### config.mk
export PLATFORM = sky130hd
export DESIGN_NAME = fb_rect_fill
export DESIGN_NICKNAME = d
export VERILOG_FILES = /design/src/rtl/fb_rect_fill.sv
export SDC_FILE = /design/constraint.sdc
export NUM_CORES = 1
export LEC_CHECK = 0
export BUFFER_PORTS_ARGS = -buffer_cell sky130_fd_sc_hd__buf_2
export CORE_ASPECT_RATIO = 1.4
export CORE_UTILIZATION = 35
export CTS_CLUSTER_SIZE = 24
export DETAILED_ROUTE_END_ITERATION = 10
export PLACE_DENSITY = 0.56
export SLEW_MARGIN = 5
export SYNTH_ARGS = -nofsm -noshare
export SYNTH_HDL_FRONTEND = slang
export SYNTH_SLANG_ARGS = --single-unit
### constraint.sdc
create_clock -name clk -period 3.75 [get_ports clk]
set_input_delay 0.75 -clock clk [delete_from_list [all_inputs] [get_ports clk]]
set_output_delay 0.75 -clock clk [all_outputs]
set_load 0.005 [all_outputs]
### src/rtl/fb_rect_fill.sv
// Rectangle-fill engine for the 64x32 foreground buffer: walks a clipped
// rectangle in raster order and issues one buffer write per accepted cycle.
module fb_rect_fill (
    input  logic        clk,
    input  logic        rst,
    input  logic        start,
    input  logic [5:0]  x0,
    input  logic [4:0]  y0,
    input  logic [6:0]  w,
    input  logic [5:0]  h,
    input  logic [3:0]  color_a,
    input  logic [3:0]  color_b,
    input  logic        checker_mode,
    input  logic        abort,
    input  logic        fw_ready,
    output logic [10:0] fwaddr,
    output logic [3:0]  fwdata,
    output logic        fwenable,
    output logic        busy,
    output logic        done,
    output logic        err
);

    typedef enum logic [1:0] {IDLE, CHECK, WRITE, FINISH} state_t;

    typedef struct packed {
        logic [5:0] x0;
        logic [4:0] y0;
        logic [6:0] w;
        logic [5:0] h;
        logic [3:0] color_a;
        logic [3:0] color_b;
        logic       checker_mode;
    } cmd_t;

    state_t     state, state_n;
    cmd_t       cmd;
    logic [5:0] xe, col, col_n;
    logic [4:0] ye, row, row_n;
    logic [7:0] xsum, ysum;
    logic [5:0] xe_c;
    logic [4:0] ye_c;
    logic [3:0] data_n;
    logic       launch, reject, accept, last;

    // Extents are computed wide enough that nothing wraps, then clamped.
    always_comb begin
        xsum = {2'b00, cmd.x0} + {1'b0, cmd.w} - 8'd1;
        ysum = {3'b000, cmd.y0} + {2'b00, cmd.h} - 8'd1;
        xe_c = (xsum > 8'd63) ? 6'd63 : xsum[5:0];
        ye_c = (ysum > 8'd31) ? 5'd31 : ysum[4:0];
    end

    // busy stays high through the done/err cycle, so start is only taken
    // once that pulse is over.
    assign launch = (state == IDLE) && start && !busy;
    assign reject = (state == CHECK) && ((cmd.w == 7'd0) || (cmd.h == 6'd0));
    assign accept = (state == WRITE) && fw_ready;
    assign last   = (col == xe) && (row == ye);

    always_ff @(posedge clk or negedge rst) begin
        if (!rst) state <= IDLE;
        else      state <= state_n;
    end

    always_comb begin
        state_n = state;
        col_n   = col;
        row_n   = row;
        case (state)
            IDLE: begin
                if (launch) state_n = CHECK;
            end
            CHECK: begin
                if (reject) begin
                    state_n = IDLE;
                end else begin
                    state_n = WRITE;
                    col_n   = cmd.x0;
                    row_n   = cmd.y0;
                end
            end
            WRITE: begin
                if (accept) begin
                    if (last) begin
                        state_n = FINISH;
                    end else if (col == xe) begin
                        col_n = cmd.x0;
                        row_n = row + 5'd1;
                    end else begin
                        col_n = col + 6'd1;
                    end
                end
                if (abort) state_n = FINISH;
            end
            FINISH: begin
                state_n = IDLE;
            end
            default: state_n = IDLE;
        endcase
    end

    assign data_n = (cmd.checker_mode && (row_n[0] ^ col_n[0])) ? cmd.color_b : cmd.color_a;

    always_ff @(posedge clk or negedge rst) begin
        if (!rst) begin
            cmd      <= '0;
            xe       <= '0;
            ye       <= '0;
            col      <= '0;
            row      <= '0;
            fwaddr   <= '0;
            fwdata   <= '0;
            fwenable <= 1'b0;
            busy     <= 1'b0;
            done     <= 1'b0;
            err      <= 1'b0;
        end else begin
            col <= col_n;
            row <= row_n;
            if (launch) begin
                cmd.x0           <= x0;
                cmd.y0           <= y0;
                cmd.w            <= w;
                cmd.h            <= h;
                cmd.color_a      <= color_a;
                cmd.color_b      <= color_b;
                cmd.checker_mode <= checker_mode;
            end
            if (state == CHECK) begin
                xe <= xe_c;
                ye <= ye_c;
            end
            // Write port is registered; during a stall col/row hold, so
            // address and data hold too.
            fwenable <= (state_n == WRITE);
            if (state_n == WRITE) begin
                fwaddr <= {row_n, col_n};
                fwdata <= data_n;
            end
            busy <= (state_n != IDLE) || (state == FINISH) || reject;
            done <= (state == FINISH);
            err  <= reject;
        end
    end

endmodule

==> metrics.md, run 1 <==
| Metric | Value |
|---|---|
| Status | `completed` |
| Pin count of the biggest net entering global routing | `77` |
| Cell taking the most area after synthesis | `dfrtp_1` |
| Starting DRT DRC Count | `82` |
| Stages on the worst setup path | `7` |
| Max Slew Vio Count | `0` |
| Post-Syn Area | `4230 um^2` |
| Unrepaired setup endpoints after global routing | `no` |
| Crit end category | `register` |
| Number of global-route vias before repair | `3077` |
| Syn Nets | `459` |
| Synth top area cells | `dfrtp_1 (45%), mux2_2 (11%), ha_1 (8.9%)` |
| Crit path kind | `register to register` |
| Vias | `2973` |
| Critical Path Start Type | `register` |
| Post-synth EDFFs | `0` |
| Resized Gates After CTS | `0` |
| Hold path start | `fwaddr[5]` |
| Clock latency on the worst-skew pair | `0.34 ns` |
| FF-to-FF setup slack | `0.95 ns` |
| Max Freq | `357 MHz` |
| Layout fillers | `1148` |
| Post-Synthesis Cells | `389` |
| Core Area | `11800 um^2` |
| CTS Buffer Depth | `2` |
| Synth warnings | `0` |
| Top cell family by delay on the critical path | `simple AND/OR/NAND/NOR gates` |
| Drt wl/cell | `15.4 um` |
| Post-synth top cells | `dfrtp_1 (76), inv_1 (59), mux2_2 (40)` |
| Final setup fails | `0` |
| Slowest-stage cell, CP | `nor2b_2` |
| Worst Path Buf+Inv | `1` |
| CTS clk-pin slew, worst paths | `0.06 ns` |
| CTS buffer count | `9` |
| RePlAce Congestion | `0.832` |
| Seq/Total Area, Yosys | `45.0%` |
| Slew HR | `26.7%` |
| CTS hold repair buffers | `0` |
| R2R depth | `7` |
| Leak Pwr | `2.37 nW` |
| Worst setup path endpoint | `fwaddr[8]` |
| Die ar. | `12500 um^2` |
| Total area of sequential cells | `1900 um^2` |
| Max_cap viols | `0` |
| Chip height | `132 um` |
| Final antenna diode count | `0` |
| # DRC | `0` |
| First-pass GRT wire length | `15500 um` |
| CP required | `3.97 ns` |
| Final core occ | `42.1%` |
| Ys async rst share | `100%` |
| Via density | `4.96` |
| Sink Count | `76` |
| Worst Tran Pin Value | `1.09 ns` |
| Tmin final | `2.80 ns` |
| Setup_tns | `0 ns` |
| Hpwl dp | `6840 um` |
| Ports | `57` |
| Reg2reg start | `state[0]` |
| Period utilization | `74.7%` |
| Die Wd | `94.9 um` |
| Multi-input logic area | `2050 um^2` |
| CTS tree | `yes` |
| Final wirelength | `9220 um` |
| Clk_skew | `0.00949 ns` |
| Row count | `47` |
| Nets | `517` |
| Main synth FF type | `dfrtp_1` |
| Global route overflow | `0` |
| Yosys top cell area share | `45.0%` |
| Area Growth Syn to Fin | `17.6%` |
| H-tree levels | `3` |
| Hold Crit Class | `register to register` |
| FF+latch count, synth | `76` |
| Overall routing resource usage | `16.5%` |
| Layout cells sized above 1 | `28.3%` |
| Root Driver | `clkbuf_16` |
| Worst-path maximum fanout | `28` |
| Syn_area_per_cell | `10.9 um^2` |
| Antenna violations before repair | `0` |
| Crit path from | `state[0]` |
| Netlist cell types | `56` |
| Starting Density | `35.8%` |
| Final ANT Viol Nets | `0` |
| Cell Pwr Density | `965 nW/um^2` |
| DRT Pass-1 Iters | `6` |
| Post-CTS setup buffers | `0` |
| Max incr delay on CP | `0.86 ns` |
| CP arrival | `3.02 ns` |
| Worst-path cell chain | `inv_1, ha_1, nand2_1, nor4_1, o41a_1, nor2b_2, mux2_2` |
| Most frequent cell after synthesis | `dfrtp_1` |
| R2R Path End | `fwaddr[8]` |
| Final hold vios | `0` |
| Max IR drop VDD | `334 uV` |
| Worst hold slack | `0.501 ns` |
| PortBufs | `56` |
-- how the worst min path moves through the flow --
stage / endpoint / cells after the start
final: fwaddr[5] / 1
after detailed placement: fwaddr[3] / 1
after CTS: fwaddr[3] / 1
after floorplan: busy / 0
after global routing: fwaddr[2] / 1
after global placement: fwaddr[3] / 1
-- metrics by stage --
stage	area [um^2]	total power [mW]	worst slack [ns]	instances
finish	4970	4.80	0.948	599
global route	4970	5.28	0.635	599
CTS	4970	4.90	0.917	599
detailed placement	4660	3.98	0.790	583
global placement	4660	3.91	0.785	583
floorplan	4230	3.32	1.30	389
-- cell usage in the layout, fill, tap and decap left out, types with 5 or more instances in the layout --
cell type,instances
dfrtp_1,76
inv_1,59
buf_2,55
mux2_2,40
ha_1,30
nor2_1,18
xnor2_1,15
nand2_1,14
a21oi_1,11
o22a_1,10
clkbuf_16,9
xor2_1,8
nand3_1,7
o21ai_0,7
a22oi_1,5
and3_1,5
nor2b_1,5
o221ai_1,5
-- sequential cells by signal, summed over array words and instances, names as in the netlist, 2 cells and up --
| register | flops |
|---|---|
| cmd | 33 |
| fwaddr | 11 |
| col | 6 |
| xe | 6 |
| row | 5 |
| ye | 5 |
| fwdata | 4 |
| state | 2 |
-- kinds of logic after synthesis --
group | synth area share [%]
fa+ha+maj | 9.82
mux | 10.9
buf+inv | 6.57
compound gates | 12.9
flops | 45.0
xor+xnor | 5.15
simple gates | 9.73
-- routing by layer --
| layer | up-vias | global-route usage [%] | part of all wire (%) |
|---|---|---|---|
| met2 | 37 | 29.4 | 56 |
| met1 | 1458 | 19.1 | 39 |
| li1 | 1462 | - | - |
| met4 | 0 | 6.90 | 2.2 |
| met5 | - | 0 | 0 |
| met3 | 16 | 2.77 | 2.5 |
-- final cells by class --
cell class	count	share of cell area, %
clock inverters	6	1.41
flip-flops and latches	76	38.2
inverters	59	4.45
repair buffers	59	6.14
clock buffers	10	4.81
well taps	147	3.70
multi-input cells	242	41.3
-- power by group --
group,total (mW),switching [mW],internal (mW)
sequential,1.50,0.315,1.18
combinational,2.41,1.24,1.18
clock,0.892,0.353,0.539
(Power assumes the default switching activity.)
==> run 2: changes to the inputs <==
Settings changed: PLACE_DENSITY 0.56 to 0.58.
Clock period 3.75 ns to 2.4 ns, I/O delays scaled along.
==> run 2 against run 1 <==
Against the previous run: the run now ends with negative setup slack left; utilization increased by 6.8 points; combinational power up 140%; total power is 94% higher; final area grew 16%; clock power increased by 50%; critical path depth grew 7; die area stayed put; via count up 13%.
==> metrics.md, run 2 (same netlist as run 1, synthesis figures left out) <==
| Metric | Value |
|---|---|
| Status | `finished, violations left (was completed)` |
| Clock latency on the worst-skew pair | `0.34 ns (about the same)` |
| Antenna violations before repair | `0 (unchanged)` |
| Die ar. | `12500 um^2 (unchanged)` |
| Max IR drop VDD | `539 uV (was 334 uV)` |
| Via density | `5.03 (was 4.96)` |
| DRT Pass-1 Iters | `4 (was 6)` |
| Max FFs per register | `33 (unchanged)` |
| Final wirelength | `10900 um (was 9220 um)` |
| Slew HR | `57.9% (was 26.7%)` |
| Root Driver | `clkbuf_16 (unchanged)` |
| Core Area | `11800 um^2 (unchanged)` |
| Max Freq | `411 MHz (was 357 MHz)` |
| Overall routing resource usage | `18.2% (was 16.5%)` |
| Biggest regs | `cmd x33, fwaddr x11 (unchanged)` |
| Drt wl/cell | `16.2 um (was 15.4 um)` |
| RePlAce Congestion | `0.875 (was 0.832)` |
| Final ANT Viol Nets | `0 (unchanged)` |
| Nets | `588 (was 517)` |
| Commonest non-fill, non-tap cell in the layout | `dfrtp_1 (unchanged)` |
| CTS tree | `yes (unchanged)` |
| H-tree levels | `3 (unchanged)` |
| Critical Path Start Type | `register (unchanged)` |
| # DRC | `0 (unchanged)` |
| CP required | `2.68 ns (was 3.97 ns)` |
| Final hold vios | `0 (unchanged)` |
| Layout cells sized above 1 | `46.8% (was 28.3%)` |
| Number of global-route vias before repair | `3539 (was 3077)` |
| Max_cap viols | `0 (unchanged)` |
| Most frequent cells in the layout | `dfrtp_1 (74), buf_4 (67), buf_2 (55), inv_1 (46), mux2_2 (40) (was dfrtp_1 (76), inv_1 (59), buf_2 (55), mux2_2 (40), ha_1 (30))` |
| Final instance area | `5780 um^2 (was 4970 um^2)` |
| CTS hold repair buffers | `0 (unchanged)` |
| CTS clk-pin slew, worst paths | `0.06 ns (about the same)` |
| Hold Crit Class | `primary input to async pin (was register to register)` |
| Largest reg by FF count | `cmd (unchanged)` |
| Slowest-stage cell, CP | `dfrtp_1 (was nor2b_2)` |
| Post-DP Area | `5090 um^2 (was 4660 um^2)` |
| CTS buffer count | `9 (unchanged)` |
| Period utilization | `101% (was 74.7%)` |
| Setup_tns | `-0.125 ns (was 0 ns)` |
| Crit end category | `register (unchanged)` |
| Chip height | `132 um (unchanged)` |
| Top cell family by delay on the critical path | `adder cells (was simple AND/OR/NAND/NOR gates)` |
| Unrepaired setup endpoints after global routing | `yes (was no)` |
| Hpwl dp | `7780 um (was 6840 um)` |
| Tmin final | `2.43 ns (was 2.80 ns)` |
| Total power | `9.31 mW (was 4.80 mW)` |
| Pin count of the biggest net entering global routing | `57 (was 77)` |
| Worst Path Buf+Inv | `3 (was 1)` |
| Worst Tran Pin Value | `0.632 ns (was 1.09 ns)` |
| Area Growth Syn to Fin | `36.6% (was 17.6%)` |
| Final antenna diode count | `0 (unchanged)` |
| Sink Count | `76 (unchanged)` |
| Cell Pwr Density | `1610 nW/um^2 (was 965 nW/um^2)` |
| Starting DRT DRC Count | `117 (was 82)` |
| Clk_skew | `0.00576 ns (was 0.00949 ns)` |
| Non-filler cells, final | `670 (was 599)` |
| CP arrival | `2.71 ns (was 3.02 ns)` |
| Layout fillers | `1111 (was 1148)` |
| Starting Density | `35.8% (unchanged)` |
| CTS Buffer Depth | `2 (unchanged)` |
| Max incr delay on CP | `0.38 ns (was 0.86 ns)` |
| Vias | `3371 (was 2973)` |
| Max Slew Vio Count | `0 (unchanged)` |
| Worst-path maximum fanout | `6 (was 28)` |
| Final setup fails | `6 (was 0)` |
| Global route overflow | `0 (unchanged)` |
| Failing checks | `negative setup slack` |
| Crit path kind | `register to register (unchanged)` |
| Final Worst Setup Slack | `-0.0319 ns (was 0.948 ns)` |
| Row count | `47 (unchanged)` |
| Die Wd | `94.9 um (unchanged)` |
| DP Cell Count | `638 (was 583)` |
| First-pass GRT wire length | `17300 um (was 15500 um)` |
| Ports | `57 (unchanged)` |
| PortBufs | `56 (unchanged)` |
| Worst-path cell chain | `inv_2, ha_4, inv_4, ha_4, inv_2, fa_2, nor2b_1, o21ai_1, nand2b_1, a211oi_2, xnor2_1, and3_1, o21ai_4, o22a_1 (was inv_1, ha_1, nand2_1, nor4_1, o41a_1, nor2b_2, mux2_2)` |
| Leak Pwr | `2.76 nW (was 2.37 nW)` |
-- run 2: area by class of cell --
| cell class | instances | area (um^2) | share of cell area, % |
|---|---|---|---|
| Multi-Input combinational cell | 244 | 2310 | 40.0 |
| Sequential cell | 76 | 1900 | 33.0 |
| Timing Repair Buffer | 128 | 855 | 14.8 |
| Clock buffer | 10 | 229 | 3.96 |
| Inverter | 59 | 229 | 3.96 |
| Tap cell | 147 | 184 | 3.18 |
| Clock inverter | 6 | 63.8 | 1.10 |
-- run 2: final timing paths --
path                       slack [ns]        from         to  cells past startpoint
hold reg to reg                  0.51   fwaddr[7]  fwaddr[7]                      1
setup / recovery                -0.03     cmd[28]      xe[2]                     14
hold / removal                   0.03         rst  fwdata[0]                      1
max in group asynchronous        1.77         rst    cmd[11]                      2
setup reg to reg                -0.03     cmd[28]      xe[2]                     14
min in group clk                 0.36  color_b[1]     cmd[2]                      2
-- run 2: where the power goes --
part	total [mW]	switching, mW	leakage, nW	internal, mW
Sequential	2.23	0.380	0.908	1.85
Clock	1.34	0.540	0.139	0.805
Combinational	5.74	2.77	1.71	2.97
Total	9.31	3.69	2.76	5.62
-- run 2: stage by stage --
stage / hold slack [ns] / worst slack, ns / utilization (%)
final: 0.0255 / -0.0319 / 48.9
after global routing: 0.0345 / -0.128 / 48.9
after CTS: 0.0182 / 0.00353 / 46.7
after detailed placement: 0.389 / -0.263 / 43.1
after global placement: 0.385 / -0.211 / 43.1
after floorplan: 0.184 / 0.0268 / -
-- run 2: what timing repair did --
item / in CTS / in global routing
buffers inserted: 6 / 8
pin swaps: 16 / 35
gates cloned: 0 / 2
gates resized for setup: 25 / 43
endpoints found under the setup margin: 25 / 23
-- run 2: per-layer routing --
metal / share of wire (%) / vias to the layer above / GRT usage [%]
met5: 0 / - / 0
met2: 53 / 66 / 31.5
met1: 40 / 1673 / 20.9
li1: - / 1608 / -
met3: 3.1 / 24 / 3.00
met4: 3.8 / 0 / 10.1
==> run 3: changes to the inputs <==
Settings changed: BUFFER_PORTS_ARGS -buffer_cell sky130_fd_sc_hd__buf_2 to default, DONT_BUFFER_PORTS from default to 1, PLACE_DENSITY 0.58 to 0.54.
==> run 3 against run 2 <==
Against the previous run: the run still ends with negative setup slack left; utilization fell by 2.1 points; non-clock buffer count fell by 50; worst hold slack worse by 0.015 ns; largest cell class unchanged; largest power group unchanged.
==> metrics.md, run 3 (same netlist as run 1, synthesis figures left out) <==
| Metric | Value |
|---|---|
| Max Slew Vio Count | `0 (unchanged)` |
| Most frequent cells in the layout | `dfrtp_1 (76), buf_4 (73), inv_1 (50), mux2_2 (36), ha_1 (22) (was dfrtp_1 (74), buf_4 (67), buf_2 (55), inv_1 (46), mux2_2 (40))` |
| Hpwl dp | `7490 um (was 7780 um)` |
| Final setup fails | `6 (unchanged)` |
| Commonest non-fill, non-tap cell in the layout | `dfrtp_1 (unchanged)` |
| Clock latency on the worst-skew pair | `0.33 ns (was 0.34 ns)` |
| Layout cells sized above 1 | `39.4% (was 46.8%)` |
| Post-place setup slack | `-0.278 ns (was -0.263 ns)` |
| Overall routing resource usage | `17.8% (was 18.2%)` |
| Antenna violations before repair | `0 (unchanged)` |
| First-pass GRT wire length | `16800 um (was 17300 um)` |
| Max IR drop VDD | `769 uV (was 539 uV)` |
| Via density | `5.16 (was 5.03)` |
| Core Area | `11800 um^2 (unchanged)` |
| Final ANT Viol Nets | `0 (unchanged)` |
| Max incr delay on CP | `0.39 ns (was 0.38 ns)` |
| Largest reg by FF count | `cmd (unchanged)` |
| Worst-path maximum fanout | `6 (unchanged)` |
| Final instance area | `5530 um^2 (was 5780 um^2)` |
| CTS Buffer Depth | `2 (unchanged)` |
| RePlAce Congestion | `0.834 (was 0.875)` |
| Global route overflow | `0 (unchanged)` |
| H-tree levels | `3 (unchanged)` |
| CTS clk-pin slew, worst paths | `0.06 ns (about the same)` |
| CTS tree | `yes (unchanged)` |
| Tmin final | `2.43 ns (about the same)` |
| Crit path kind | `register to register (unchanged)` |
| Worst Path Buf+Inv | `3 (unchanged)` |
| Ports | `57 (unchanged)` |
| Clk_skew | `0.00809 ns (was 0.00576 ns)` |
| Pin count of the biggest net entering global routing | `77 (was 57)` |
| Final antenna diode count | `0 (unchanged)` |
| Die ar. | `12500 um^2 (unchanged)` |
| Worst Tran Pin Value | `0.479 ns (was 0.632 ns)` |
| Die Wd | `94.9 um (unchanged)` |
| Vias | `3194 (was 3371)` |
| Cell Pwr Density | `1630 nW/um^2 (was 1610 nW/um^2)` |
| Slowest-stage cell, CP | `dfrtp_1 (unchanged)` |
| Max FFs per register | `33 (unchanged)` |
| Post-DP Area | `4830 um^2 (was 5090 um^2)` |
| Status | `finished, violations left (unchanged)` |
| Unrepaired setup endpoints after global routing | `yes (unchanged)` |
| Root Driver | `clkbuf_16 (unchanged)` |
| Worst hold slack | `0.0102 ns (was 0.0255 ns)` |
| Final hold vios | `0 (unchanged)` |
| Area Growth Syn to Fin | `30.8% (was 36.6%)` |
| Drt wl/cell | `16.9 um (was 16.2 um)` |
| Critical Path Start Type | `register (unchanged)` |
| Slew HR | `68.0% (was 57.9%)` |
| Leak Pwr | `2.54 nW (was 2.76 nW)` |
| Failing checks | `negative setup slack (unchanged)` |
| Nets | `537 (was 588)` |
| CP required | `2.61 ns (was 2.68 ns)` |
| Number of global-route vias before repair | `3319 (was 3539)` |
| Period utilization | `101% (about the same)` |
| Setup_tns | `-0.0528 ns (was -0.125 ns)` |
| Starting DRT DRC Count | `228 (was 117)` |
| CTS buffer count | `9 (unchanged)` |
| Layout fillers | `1091 (was 1111)` |
| # DRC | `0 (unchanged)` |
| Max_cap viols | `0 (unchanged)` |
| Final core occ | `46.8% (was 48.9%)` |
| Final wirelength | `10500 um (was 10900 um)` |
| Hold Crit Class | `primary input to async pin (unchanged)` |
| Row count | `47 (unchanged)` |
| Starting Density | `35.8% (unchanged)` |
| Critical Path Most Common Cell | `inv_2` |
| Sink Count | `76 (unchanged)` |
| Max Freq | `412 MHz (was 411 MHz)` |
| CP arrival | `2.64 ns (was 2.71 ns)` |
| Chip height | `132 um (unchanged)` |
| Biggest regs | `cmd x33, fwaddr x11 (unchanged)` |
| Final Worst Setup Slack | `-0.0261 ns (was -0.0319 ns)` |
| Top cell family by delay on the critical path | `adder cells (unchanged)` |
| DRT Pass-1 Iters | `4 (unchanged)` |
| PortBufs | `0 (was 56)` |
| Crit end category | `register (unchanged)` |
| Worst-path cell chain | `inv_2, ha_4, inv_2, ha_4, inv_2, fa_2, nor2b_1, o21ai_1, nand2b_1, a211oi_2, xnor2_1, and3_1, o21ai_4, o22a_1 (was inv_2, ha_4, inv_4, ha_4, inv_2, fa_2, nor2b_1, o21ai_1, nand2b_1, a211oi_2, xnor2_1, and3_1, o21ai_4, o22a_1)` |
==> run 3: changes by cell type in the layout (fill, tap and decap cells not counted), sizes merged <==
| cell | before | now |
|---|---|---|
| buf | 128 | 78 |
| nor2b | 8 | 7 |
==> run 3: where the power goes <==
group / switching [mW] / internal (mW) / leakage [nW]
sequential: 0.398 / 1.85 / 0.911
clock: 0.539 / 0.805 / 0.139
combinational: 2.61 / 2.80 / 1.49
==> run 3: stage by stage <==
step,power [mW],instances
6_report,9.00,619
3_3_place_gp,6.69,586
2_1_floorplan,5.20,389
3_5_place_dp,6.77,586
4_1_cts,8.56,607
5_1_grt,9.78,619
==> run 3: final timing paths <==
check	from	end	slack, ns	cells past startpoint
min reg2reg	cmd[7]	cmd[7]	0.51	1
min	rst	cmd[18]	0.01	1
min in group clk	checker_mode	cmd[0]	0.29	1
max in group asynchronous	rst	xe[2]	2.02	1
max reg2reg	cmd[16]	xe[1]	-0.03	14
max	cmd[16]	xe[1]	-0.03	14
==> run 3: final cells by class <==
class / count / area (um^2) / area share [%]
multi-input combinational: 243 / 2290 / 41.5
inverter: 59 / 229 / 4.14
clock buffer: 10 / 229 / 4.14
tap: 147 / 184 / 3.33
clock inverter: 6 / 63.8 / 1.15
sequential: 76 / 1900 / 34.4
timing repair buffer: 78 / 629 / 11.4
==> run 3: routing by layer <==
metal	global-route usage [%]	up-vias	part of all wire (%)
met5	0	-	0
li1	-	1498	-
met2	29.6	69	52
met3	3.63	20	3.6
met1	21.6	1607	41
met4	8.25	0	3.0
==> run 3: timing repair <==
action | CTS | global route
hold buffers | 1 | 0
setup buffers | 4 | 11
pin swaps | 15 | 31
gates cloned | 0 | 1
setup endpoints to repair | 26 | 22
endpoints found under the hold margin | 76 | 0
resized for setup | 22 | 35
